<file path="config.mk">
export PLATFORM = sky130hd
export DESIGN_NAME = mem_arbiter
export DESIGN_NICKNAME = d
export VERILOG_FILES = /design/src/rtl/mem_arbiter.sv
export SDC_FILE = /design/constraint.sdc
export NUM_CORES = 1
export LEC_CHECK = 0
export ABC_AREA = 1
export BUFFER_PORTS_ARGS = -buffer_cell sky130_fd_sc_hd__buf_4
export CORE_MARGIN = 5
export CORE_UTILIZATION = 41
export DETAILED_ROUTE_END_ITERATION = 12
export GPL_TIMING_DRIVEN = 0
export PLACE_DENSITY = 0.89
export SYNTH_ARGS = -nofsm -noshare
export SYNTH_HDL_FRONTEND = slang
export SYNTH_SLANG_ARGS = --single-unit
</file>
<file path="constraint.sdc">
create_clock -name clock_50 -period 1.4 [get_ports clock_50]
set_input_delay 0.14 -clock clock_50 [delete_from_list [all_inputs] [get_ports clock_50]]
set_output_delay 0.14 -clock clock_50 [all_outputs]
set_load 0.02 [all_outputs]
</file>
<file path="src/rtl/mem_arbiter.sv">
// Fixed-priority arbiter sharing one single-port synchronous RAM between video, cpu and dma,
// with starvation promotion for cpu/dma. Optional grant statistics under `MEM_ARB_STATS_EN`.
module mem_arbiter #(
  parameter int AW         = 16,
  parameter int DW         = 8,
  parameter int RAM_LAT    = 1,
  parameter int STARVE_MAX = 4
) (
  input  logic          clock_50,
  input  logic          res,
  input  logic          vid_req,
  input  logic [AW-1:0] vid_adr,
  output logic          vid_ack,
  output logic          vid_rvld,
  input  logic          cpu_req,
  input  logic          cpu_we,
  input  logic [AW-1:0] cpu_adr,
  input  logic [DW-1:0] cpu_wdat,
  output logic          cpu_ack,
  output logic          cpu_rvld,
  input  logic          dma_req,
  input  logic          dma_we,
  input  logic [AW-1:0] dma_adr,
  input  logic [DW-1:0] dma_wdat,
  output logic          dma_ack,
  output logic          dma_rvld,
  output logic [DW-1:0] rd_dat,
  output logic          ram_en,
  output logic          ram_we,
  output logic [AW-1:0] ram_adr,
  output logic [DW-1:0] ram_wdat,
  input  logic [DW-1:0] ram_rdat
`ifdef MEM_ARB_STATS_EN
  ,
  input  logic [1:0]    stat_sel,
  output logic [15:0]   stat_cnt
`endif
);

  typedef enum logic [1:0] {SRC_NONE, SRC_VID, SRC_CPU, SRC_DMA} src_t;

  logic [3:0]    cpu_wait, dma_wait;
  logic          cpu_starved, dma_starved;
  src_t          gnt, tag_in;
  src_t          tag_q [RAM_LAT+1];
  logic          gnt_we;
  logic [AW-1:0] gnt_adr;
  logic [DW-1:0] gnt_wdat;

  assign cpu_starved = (cpu_wait >= 4'(STARVE_MAX));
  assign dma_starved = (dma_wait >= 4'(STARVE_MAX));

  always_comb begin
    gnt = SRC_NONE;
    if (!res) begin
      if (cpu_req && cpu_starved)      gnt = SRC_CPU;
      else if (dma_req && dma_starved) gnt = SRC_DMA;
      else if (vid_req)                gnt = SRC_VID;
      else if (cpu_req)                gnt = SRC_CPU;
      else if (dma_req)                gnt = SRC_DMA;
    end
  end

  assign vid_ack = (gnt == SRC_VID);
  assign cpu_ack = (gnt == SRC_CPU);
  assign dma_ack = (gnt == SRC_DMA);

  // A denied requester keeps counting up to 15; a losing starved dma stays saturated-high.
  always_ff @(posedge clock_50) begin
    if (res) begin
      cpu_wait <= '0;
      dma_wait <= '0;
    end else begin
      if (cpu_req && !cpu_ack) begin
        if (cpu_wait != 4'hF) cpu_wait <= cpu_wait + 4'd1;
      end else begin
        cpu_wait <= '0;
      end
      if (dma_req && !dma_ack) begin
        if (dma_wait != 4'hF) dma_wait <= dma_wait + 4'd1;
      end else begin
        dma_wait <= '0;
      end
    end
  end

  always_comb begin
    gnt_we   = 1'b0;
    gnt_adr  = ram_adr;
    gnt_wdat = ram_wdat;
    case (gnt)
      SRC_VID: gnt_adr = vid_adr;
      SRC_CPU: begin
        gnt_we   = cpu_we;
        gnt_adr  = cpu_adr;
        gnt_wdat = cpu_wdat;
      end
      SRC_DMA: begin
        gnt_we   = dma_we;
        gnt_adr  = dma_adr;
        gnt_wdat = dma_wdat;
      end
      default: ;
    endcase
    tag_in = (gnt != SRC_NONE && !gnt_we) ? gnt : SRC_NONE;
  end

  always_ff @(posedge clock_50) begin
    if (res) begin
      ram_en   <= 1'b0;
      ram_we   <= 1'b0;
      ram_adr  <= '0;
      ram_wdat <= '0;
    end else begin
      ram_en <= (gnt != SRC_NONE);
      ram_we <= gnt_we;
      if (gnt != SRC_NONE) begin
        ram_adr  <= gnt_adr;
        ram_wdat <= gnt_wdat;
      end
    end
  end

  // Stage RAM_LAT lines up with ram_rdat for the read issued RAM_LAT+1 cycles earlier.
  always_ff @(posedge clock_50) begin
    if (res) begin
      for (int i = 0; i <= RAM_LAT; i++) tag_q[i] <= SRC_NONE;
    end else begin
      tag_q[0] <= tag_in;
      for (int i = 1; i <= RAM_LAT; i++) tag_q[i] <= tag_q[i-1];
    end
  end

  always_ff @(posedge clock_50) begin
    if (res) begin
      rd_dat   <= '0;
      vid_rvld <= 1'b0;
      cpu_rvld <= 1'b0;
      dma_rvld <= 1'b0;
    end else begin
      vid_rvld <= (tag_q[RAM_LAT] == SRC_VID);
      cpu_rvld <= (tag_q[RAM_LAT] == SRC_CPU);
      dma_rvld <= (tag_q[RAM_LAT] == SRC_DMA);
      if (tag_q[RAM_LAT] != SRC_NONE) rd_dat <= ram_rdat;
    end
  end

`ifdef MEM_ARB_STATS_EN
  logic [15:0] stat_q [4];
  logic        forced_gnt;

  // Only the starved rule can take the slot away from an active video request.
  assign forced_gnt = vid_req && ((cpu_ack && cpu_starved) || (dma_ack && dma_starved));

  always_ff @(posedge clock_50) begin
    if (res) begin
      for (int i = 0; i < 4; i++) stat_q[i] <= '0;
      stat_cnt <= '0;
    end else begin
      if (vid_ack)    stat_q[0] <= stat_q[0] + 16'd1;
      if (cpu_ack)    stat_q[1] <= stat_q[1] + 16'd1;
      if (dma_ack)    stat_q[2] <= stat_q[2] + 16'd1;
      if (forced_gnt) stat_q[3] <= stat_q[3] + 16'd1;
      stat_cnt <= stat_q[stat_sel];
    end
  end
`endif

endmodule
</file>
==> impl_metrics.json <==
{
  "power_leakage_nw": 1.928,
  "drc": 0,
  "ys_seq_area_frac": 0.4310,
  "dp.cells": 533,
  "r2r_start": "cpu_wait[2]$_SDFFE_PP0P_",
  "min_path_cells": 2,
  "drt-wirelength-per-cell_um": 12.78,
  "power.share.clock": 0.253,
  "finalCritPeriodShare": 1.176,
  "cpMaxStageDelayCell": "dfxtp_2",
  "grtUsageMet3": 0.06673,
  "cts.reportedPaths.clkPinSlew_ns": 0.09,
  "antenna_found_initial": 0,
  "antenna_cells": 0,
  "fin_util": 0.6805,
  "slew_headroom": 0.6362,
  "final_nets": 568,
  "path_cells": "nor2_2 > nor2_1 > nor2_2 > nand2_2 > buf_6 > buf_8 > nor2_4 > buf_6",
  "start_util": 0.4184,
  "vias": 2636,
  "cts_tree": "yes",
  "worstHoldEndpoint": "dma_rvld$_SDFF_PP0_",
  "r2r-end": "ram_adr[2]$_SDFFE_PP0P_",
  "p_comb_frac": 0.293,
  "setup.worst_path.class": "flop to output pin",
  "design_area_sq_mm": 0.003701,
  "crit_path_max_incr_delay_ns": 0.35,
  "post-place-ws_ns": -0.1584,
  "status": "finished, violations left",
  "die_y_um": 84.51,
  "hold_buffers": 0,
  "hold_viol_final": 0,
  "cts_max_path_buffers": 2,
  "setup_viol": 27,
  "critPathCaptureType": "output pin",
  "ant_nets": 0,
  "hpwl_mm": 5.245,
  "synth_cell_types": 23,
  "path_buf_inv": 3,
  "clkLatencyLatePin_ns": 0.31,
  "r2r_cells": 13,
  "layout_min_cycle_time_ns": 1.646,
  "ys_ff_latch": 49,
  "fill_cells": 451,
  "yosys_warnings": 0,
  "final_layout_size_suffix_gt1_frac": 0.3873,
  "cts_max_level": 2,
  "cts_root_buffer": "clkbuf_8",
  "skew_ns": 0.004140,
  "ir_drop_uv": 466.7,
  "overflow": 0,
  "rows": 27,
  "switchingPower_mw": 1.081,
  "grt_max_degree": 18,
  "dieArea_sq_mm": 0.007141,
  "track_usage": 0.1944,
  "die_x_um": 84.51,
  "syn_to_final_growth_pct": 62.62,
  "cts_made_buffers": 5,
  "port_buffers": 118,
  "crit_path_max_fanout": 3,
  "cap_violations": 0,
  "worst_setup_path_start_kind": "flop",
  "grt_setup_unrepaired": "yes",
  "synth.area.top_cells": "dfxtp_1 43%, nand2_1 13%, nor2_1 13%, inv_1 6.1%, o21ai_0 4.8%",
  "setup_slack_ns": -0.2460,
  "p_total_mw": 3.433,
  "gr-usage-met1": 0.2102,
  "final_common_cell": "buf_4",
  "tns_ns": -3.368,
  "coreArea_sq_mm": 0.005439,
  "syn_inst": 343,
  "internal_power_mw": 2.352,
  "critPathTopFamily": "simple AND/OR/NAND/NOR gates",
  "p_per_area_mw_per_mm2": 927.6,
  "grt-busiest-layer": "met2",
  "postSynthAreaPerCell_sq_um": 6.635,
  "synth_area_sq_mm": 0.002276,
  "seqPwrFrac": 0.454,
  "tightest_slew_ns": 0.5457,
  "critPathArrivalTime_ns": 1.51,
  "fin_hold_ws_ns": 0.05342,
  "dr.pass1.iters": 4,
  "io_pins": 119,
  "first_iter_violations": 136,
  "synth_top_area_cell": "dfxtp_1",
  "via_per_inst": 4.707,
  "worstPathRequired_ns": 1.26,
  "post_dp_cell_area_sq_mm": 0.003252,
  "switching_share": 0.3150,
  "finalNonFillerCells": 560,
  "grt_pass1_wl_mm": 11.45,
  "synth_fp_nets": 424,
  "met2_usage": 0.3573,
  "final_cell_mix": "130 x buf_4, 74 x nand2_1, 68 x nor2_1",
  "clock-sinks": 49,
  "worstHoldStart": "res",
  "slew_viol_final": 0,
  "place_congestion": 0.7821,
  "wirelength_mm": 7.159,
  "synth_top_cell_area_share": 0.4310,
  "rrSetupSlack_ns": -0.19,
  "violations": "setup timing",
  "hold_path_class": "input pin to flop",
  "grt_pass1_vias": 2565,
  "fmax_mhz": 607.5
}
## flip-flops by register name, indices dropped and copies added (netlist names)
register / cells
cpu_rvld: 1
cpu_wait: 4
dma_rvld: 1
dma_wait: 4
ram_adr: 16
ram_en: 1
ram_wdat: 8
ram_we: 1
rd_dat: 8
tag_q: 4
vid_rvld: 1
## Yosys cell counts (all sizes together)
cell type	number
o21ai	42
nor3	4
nand3	11
ha	2
a21oi	13
o211ai	2
xor2	2
inv	40
conb	1
buf	13
xnor2	1
nand2	82
clkbuf	2
dfxtp	49
nor2	76
nand4	3
## power groups by stage
| stage | Combinational, mW | Clock [mW] | Sequential (mW) |
|---|---|---|---|
| after floorplan | 0.340 | 0 | 1.70 |
| after global placement | 0.852 | 0 | 1.58 |
| after detailed placement | 0.869 | 0 | 1.59 |
| after CTS | 0.959 | 0.894 | 1.55 |
| after global routing | 1.10 | 0.958 | 1.57 |
| final | 1.01 | 0.869 | 1.56 |
## cell families (layout without fill, tap and decap cells)
kind of cell,Yosys count,after routing,share of synthesized area
and+or+nand+nor,176,176,0.3084
other,1,1,0.001648
buffers and inverters,55,200,0.1088
AOI/OAI and AO/OA,57,57,0.1275
DFF,49,49,0.4310
xor gates and xnor gates,3,3,0.01155
adders and majority gates,2,2,0.01099
## how the worst max path moves through the flow
stage                              from                        to  slack (ns)  depth (start not counted)
2_1_floorplan  dma_wait[2]$_SDFFE_PP0P_                   vid_ack        0.01                          6
3_3_place_gp   dma_wait[2]$_SDFFE_PP0P_  ram_adr[12]$_SDFFE_PP0P_       -0.11                          7
3_5_place_dp   dma_wait[2]$_SDFFE_PP0P_  ram_wdat[5]$_SDFFE_PP0P_       -0.16                          7
4_1_cts        cpu_wait[2]$_SDFFE_PP0P_                   vid_ack       -0.22                          8
5_1_grt        cpu_wait[3]$_SDFFE_PP0P_                   vid_ack       -0.38                          8
6_report       cpu_wait[2]$_SDFFE_PP0P_                   vid_ack       -0.25                          8
## worst register-to-register path: cells and delay by family, from the launching register on
family | cells | cell delay [ns]
buf+inv | 4 | 0.46
flops | 1 | 0.35
simple gates | 9 | 0.67
## layout make-up
class	count	area, sq um	share of cell area
buffer	14	130.1	0.03516
clock inverter	3	25.02	0.006761
clock buffer	5	68.82	0.01859
inverter	40	150.1	0.04057
timing repair buffer	138	1060	0.2863
tap	72	90.09	0.02434
multi-input combinational	239	1184	0.3198
sequential	49	993.5	0.2684
## repair_timing
action,4_1_cts,5_1_grt
setup endpoints to repair,33,46
gates cloned,2,1
pin swaps,25,7
resized for setup,46,23
buffers inserted,16,6
## metal layers
metal,part of all wire,wire [um]
met1,0.40,2834
met5,0,0
met3,0.085,612
met2,0.50,3592
met4,0.017,119
Note: power is estimated with default switching activity, not from simulation.
